[config.mk]
export PLATFORM = sky130hd
export DESIGN_NAME = rr_arbiter8
export DESIGN_NICKNAME = d
export VERILOG_FILES = /design/src/rtl/rr_arbiter8.sv
export SDC_FILE = /design/constraint.sdc
export NUM_CORES = 1
export LEC_CHECK = 0
export CAP_MARGIN = 20
export CELL_PAD_IN_SITES_DETAIL_PLACEMENT = 0
export CELL_PAD_IN_SITES_GLOBAL_PLACEMENT = 1
export CORE_MARGIN = 4
export CORE_UTILIZATION = 43
export DETAILED_ROUTE_END_ITERATION = 7
export HOLD_SLACK_MARGIN = 0.03
export PLACE_DENSITY = 0.87
export SLEW_MARGIN = 20
export SYNTH_ARGS = -nofsm -noshare
export SYNTH_HDL_FRONTEND = slang
export SYNTH_SLANG_ARGS = --single-unit
[constraint.sdc]
create_clock -name CLK -period 5.3 [get_ports CLK]
set_clock_uncertainty 0.2 [all_clocks]
set_input_delay 1.06 -clock CLK [delete_from_list [all_inputs] [get_ports CLK]]
set_output_delay 1.06 -clock CLK [all_outputs]
set_load 0.02 [all_outputs]
[src/rtl/rr_arbiter8.sv]
// rr_arbiter8 -- eight-way round-robin arbiter with bounded hold time.
//
// Shares one combinational resource between up to eight requesters. The
// grant is registered, so there is no combinational path from REQ to any
// output. A grantee keeps the resource while it holds REQ high. If another
// requester is waiting, the grantee is preempted after MAX_HOLD cycles.
//
// Parameters:
//   MAX_HOLD  maximum consecutive grant cycles under contention (1..15)
// Ports:
//   CLK      in   1  clock, rising edge
//   RST      in   1  synchronous reset, active high
//   REQ      in   8  request vector, one bit per requester
//   GNT      out  8  registered one-hot grant, zero when idle
//   GNT_IDX  out  3  registered index of the grantee, zero when idle
//   GNT_VLD  out  1  registered OR of GNT
module rr_arbiter8 #(
  parameter int unsigned MAX_HOLD = 4
) (
  input  logic       CLK,
  input  logic       RST,
  input  logic [7:0] REQ,
  output logic [7:0] GNT,
  output logic [2:0] GNT_IDX,
  output logic       GNT_VLD
);

  localparam logic [3:0] HOLD_LAST = 4'(MAX_HOLD - 1);

  typedef enum logic {IDLE, BUSY} state_t;

  state_t     state_reg, state_next;
  logic [2:0] last_reg, last_next;
  logic [3:0] hcnt_reg, hcnt_next;
  logic [7:0] gnt_reg, gnt_next;
  logic [2:0] idx_reg, idx_next;
  logic       vld_reg, vld_next;

  // Requests rotated so that bit j holds requester (last_reg + j + 1) mod 8.
  // The lowest set bit is therefore the first hit in round-robin order.
  // The current grantee sits at bit 7, so it is searched last.
  logic [7:0] rot_req;
  logic [2:0] win_off;
  logic [2:0] win_idx;
  logic [7:0] others;
  logic       grant_new;

  genvar gi;
  generate
    for (gi = 0; gi < 8; gi++) begin : g_rot
      assign rot_req[gi] = REQ[3'(last_reg + 3'(gi + 1))];
    end
  endgenerate

  always_comb begin
    win_off = 3'd0;
    for (int i = 7; i >= 0; i--) begin
      if (rot_req[i]) win_off = 3'(i);
    end
  end

  assign win_idx = last_reg + win_off + 3'd1;

  // In BUSY, last_reg is the current grantee.
  assign others = REQ & ~(8'd1 << last_reg);

  always_comb begin
    state_next = state_reg;
    last_next  = last_reg;
    hcnt_next  = hcnt_reg;
    grant_new  = 1'b0;

    case (state_reg)
      IDLE: begin
        if (|REQ) grant_new = 1'b1;
      end
      BUSY: begin
        if (!REQ[last_reg]) begin
          // Release takes priority over hold expiry. Hand off with no bubble.
          if (|others) grant_new = 1'b1;
          else         state_next = IDLE;
        end else if ((|others) && (hcnt_reg == HOLD_LAST)) begin
          grant_new = 1'b1;
        end else if (hcnt_reg != HOLD_LAST) begin
          hcnt_next = hcnt_reg + 4'd1;
        end
      end
      default: state_next = IDLE;
    endcase

    if (grant_new) begin
      state_next = BUSY;
      last_next  = win_idx;
      hcnt_next  = 4'd0;
    end

    gnt_next = (state_next == BUSY) ? (8'd1 << last_next) : 8'd0;
    idx_next = (state_next == BUSY) ? last_next : 3'd0;
    vld_next = (state_next == BUSY);
  end

  always_ff @(posedge CLK) begin
    if (RST) begin
      state_reg <= IDLE;
      last_reg  <= 3'd7;
      hcnt_reg  <= 4'd0;
      gnt_reg   <= 8'd0;
      idx_reg   <= 3'd0;
      vld_reg   <= 1'b0;
    end else begin
      state_reg <= state_next;
      last_reg  <= last_next;
      hcnt_reg  <= hcnt_next;
      gnt_reg   <= gnt_next;
      idx_reg   <= idx_next;
      vld_reg   <= vld_next;
    end
  end

  assign GNT     = gnt_reg;
  assign GNT_IDX = idx_reg;
  assign GNT_VLD = vld_reg;

endmodule
After elaboration in Yosys (flattened, before gate mapping). Cells that the tools add are included.

Add/sub/neg operators: 10. $mul: 0. Divide/modulo/power cells: 0. Order comparisons: 8. Eq/ne operators: 2. Shifts and indexed selects: 2. Mux-type cells: 33. Bitwise gates (word level): 5. Reduce and logical (&&, ||, !) cells: 6.

Operator list (count): $lt 3x4->1 const B (8); $mux 3 (9); $bmux 1 s3 (8); $reduce_or 8->1 (2); $shl 1x3->8 const A (2); $mux 1 (15); $add 3x3->3 const B (4); $and 8x8->8 (1); $not 8->8 (1); $add 3x1->3 const B (2); $add 3x2->3 const B (2); $add 4x1->4 const B (1); $eq 4x2->1 const B (1); $ne 4x2->1 const B (1); $reduce_and 4->1 (1); $reduce_or 2->1 (2); $add 3x3->3 (1); $not 1->1 (3); $pmux 1 s2 (1); $logic_and 1x1->1 (1).

Bits in registers: 19. Latch bits: 0. Bits in writable memories: 0. Memory bits (read-only): 0. Input bits: 10. Output and inout bits: 12. Memories: 0.

Longest topological paths before layout.
Depth in word-level cells: 14. Gate-level depth with buffers: 16. Mapped depth without buffers: 13.

Least setup slack after synthesis. No wires, ideal clock.

Kind: flip-flop to flip-flop. Start point: register last_reg[0]. End point: register gnt_reg[5] (netlist: GNT[5]). Setup time: 93 ps. Arrival: 3870 ps. Data required time: 5007 ps. Path slack: 1137 ps. Stages on the path, launching flop included: 16. Path buffers: 2. Clock period less this slack: 4163 ps. Cell sequence: dfxtp_1 buf_6 clkinv_1 ha_1 buf_6 mux2_4 mux4_2 o22ai_1 o21ai_0 a31oi_1 o21ai_0 ha_1 fa_1 inv_1 or4_1 o32ai_1.

Cells in the longest elaborated chain, start to end: 14. Elaborated cells on any way between the ends: 49. Those cells by class: add/sub: 9; shift: 2; mux: 32; bitwise: 3; reduce/logical: 3.

Ends and longest elaborated chain: start, declared (line 33) `logic [2:0] last_reg, last_next;`; start signal, assigned (line 112) `last_reg <= last_next;`; $add 3x3->3 / $bmux 1 s3 (equally long branches) (line 51, 78); $bmux 1 s3 / $mux 1 (equally long branches) (line 51, 78); $mux 1 (not written as such) / $mux 3 (equally long branches) (line 51, 58); $mux 3 (7 in series) (line 58) `if (rot_req[i]) win_off = 3'(i);`; $add 3x3->3 (line 62) `assign win_idx = last_reg + win_off + 3'd1;`; $add 3x1->3 (line 62); $mux 3 (line 91) `if (grant_new) begin`; $shl 1x3->8 (line 97) `gnt_next = (state_next == BUSY) ? (8'd1 << last_next) : 8'd0;`; end signal, assigned (line 114) `gnt_reg <= gnt_next;`; end, declared (line 35) `logic [7:0] gnt_reg, gnt_next;`.

Parallel ways exist; a longest one is shown, timed or not. The select of a mux whose other input is x is not followed. A chain may end at the register's enable or synchronous reset.

Worst setup path after layout. Ends and elaborated chain as after synthesis.

==> out/metrics.yaml <==
status: "finished, final reports clean"
drc_errors: 0
intPower_uw: 668
clock_latency_ps: 250
worstPathRequired_ps: 5260
p_seq_share_pct: 15.4
dpl_worst_slack_ps: 523
cts-resized-gates: 0
diodes: 0
grt_pass1_wl_mm: 6.81
multi_input_area_um2: 1290
p_clk_share_pct: 7.9
swShare_pct: 46.2
root_buffer: "clkbuf_8"
maxSlewHeadroom_pct: 65.3
fmax_mhz: 219
power_density_nw_per_um2: 608
synth-seq-cells: 19
routedWlPerCell_um: 15.7
rsz0062_at_grt: "false"
ys_async_sr_fraction_pct: 0
yosys_warnings: 0
start_kind: "flop"
crit_path_max_fanout: 11
r2r_end: "GNT[5]"
dp_cells: 247
drv_slew: 0
final.min_clock_period_ps: 4560
syn-num-nets: 202
cts.clk_slew.worst_paths_ps: 70
largest_reg_flops: 8
path_class: "reg -> reg"
postCtsSetupBuffers: 0
avgViaCountPerCell: 6.00
initial_utilization_pct: 44.7
syn_area_um2: 1790
r2r_slack_ps: 740
p_leak_uw: 0.000795
cts_tree: "yes"
die_width_um: 72.5
final_nets: 222
syn_inst: 182
final_area_um2: 2040
crit_arrival_ps: 4520
synthFlopType: "dfxtp_1"
final-hold-violation-count: 0
hold_path.startpoint: "hcnt_reg[3]"
fin_ws_ps: 737
clock-sinks: 19
grt_use_total_pct: 16.4
cts_buffer_depth: 2
placementRows: 23
reg2reg_depth: 13
ys_seq_area_share_pct: 21.3
grt_max_degree: 18
synth_cell_types: 57
hold_path.class: "reg -> reg"
yosys-top-cells-area: "dfxtp_1 (21%), mux4_1 (8.8%), mux4_2 (7.6%), ha_1 (6.3%), mux2_4 (4.2%)"
numPortBuffers: 21
area_growth_pct: 14.2
ir_drop_mv: 0.225
drv_cap: 0
cts_hold_buffers: 0
ios: 22
r2r-start: "last_reg[0]"
finalCritPeriodShare_pct: 86.1
die_area_um2: 5250
netSwitchingPower_uw: 573
place_area_um2: 2000
synth_edf_count: 0
setup_tns_ps: 0
hold_depth: 2
drt_first_pass_iters: 4
layout.cells.non_filler: 251
antenna_found_initial: 0
die_h_um: 72.5
globalRouteOverflowTotal: 0
routed_wl_mm: 3.95
drive_gt1_share_pct: 15.4
synth_top_cell_by_area: "dfxtp_1"
finalSetupViolations: 0
crit_path_end_kind: "flop"
cts_htree_levels: 1
cts_buffers: 3
power_uw: 1240
worst_pin_slew_ps: 519
synth.top_cell.area_share_pct: 21.3
ant_nets: 0
ff_latch_area_um2: 380
gp_congestion: 0.879
nFillCells: 374
vias: 1505
grt_pass1_vias: 1343
dp_hpwl_mm: 2.89
syn_area_per_cell_um2: 9.82
pwr-share-comb_pct: 76.8
core-area_um2: 4000
drt-initial-drc-count: 102
hold_end: "hcnt_reg[3]"
[metal layers]
layer	vias to the layer above	wire length [um]	GRT usage (%)
met3	4	112	2.91
met2	21	1830	24.6
met5	-	0	0
li1	737	-	-
met4	0	38	4.71
met1	743	1970	24.0
[area by class of cell]
| class | count | share of cell area, % |
|---|---|---|
| sequential | 19 | 18.6 |
| tap | 50 | 3.07 |
| timing repair buffer | 24 | 11.4 |
| clock buffer | 4 | 2.21 |
| inverter | 8 | 1.47 |
| multi-input combinational | 146 | 63.2 |
[power by group through the flow]
stage                     logic [uW]  registers, uW  clock network (uW)
after floorplan                  757            221                   0
after global placement           949            193                   0
after detailed placement         944            194                   0
after CTS                        952            191                 102
after global routing            1050            194                 109
final                            953            191                97.5
[placed cells by master (no fill, tap or decap), types with 2 or more instances in the layout]
master           count
a21oi_1             10
a31oi_1              2
a32o_1               3
and3_1               3
buf_4                3
clkbuf_8             3
clkdlybuf4s50_1     21
dfxtp_1             19
ha_1                 9
inv_1                6
mux2_4               5
mux2i_1              5
mux4_1               6
mux4_2               6
nand2_1              7
nand2b_1             8
nand3_1              3
nor2_1              20
nor2b_1              2
nor3_1               6
nor4b_1              2
o2111ai_1            2
o211ai_1             2
o21ai_0              8
o32ai_1              4
or3b_1               3
or3b_2               2
or4_1                4
[synth_stat cells, types with 5 or more instances]
cell	instances
a21oi_1	10
dfxtp_1	19
ha_1	9
inv_1	6
mux2_4	5
mux2i_1	5
mux4_1	6
mux4_2	6
nand2_1	7
nand2b_1	8
nor2_1	20
nor3_1	6
o21ai_0	8
[worst max path at each step]
stage,start,end,slack [ps],depth (start not counted)
floorplan,last_reg[0],GNT[5],1140,15
global placement,REQ[0],GNT[5],570,12
detailed placement,REQ[0],GNT[5],520,12
CTS,last_reg[0],GNT[5],740,13
global route,last_reg[0],GNT[5],450,13
finish,last_reg[0],GNT[5],740,13
[worst max-delay path: stages, from the launching register on]
cell	delay (ps)
dfxtp_1	340
clkinv_1	330
ha_1	750
mux2_4	350
mux4_2	490
o22ai_1	180
o21ai_0	100
a31oi_1	130
o21ai_0	90
ha_1	210
fa_1	560
inv_1	110
or4_1	500
o32ai_1	130
[through the flow]
stage / util, % / hold WS, ps
after floorplan: - / 255
after global placement: 49.9 / 268
after detailed placement: 49.9 / 274
after CTS: 51.0 / 282
after global routing: 51.0 / 323
final: 51.0 / 283
[logic make-up after synthesis]
group                      synth area share (%)
and+or+nand+nor                            24.4
AOI/OAI and AO/OA                          14.4
muxes                                      24.0
DFF                                        21.3
xor gates and xnor gates                   1.89
adders and majority gates                  7.42
buffers and inverters                      6.51
Power figures use the tool's default switching activity.
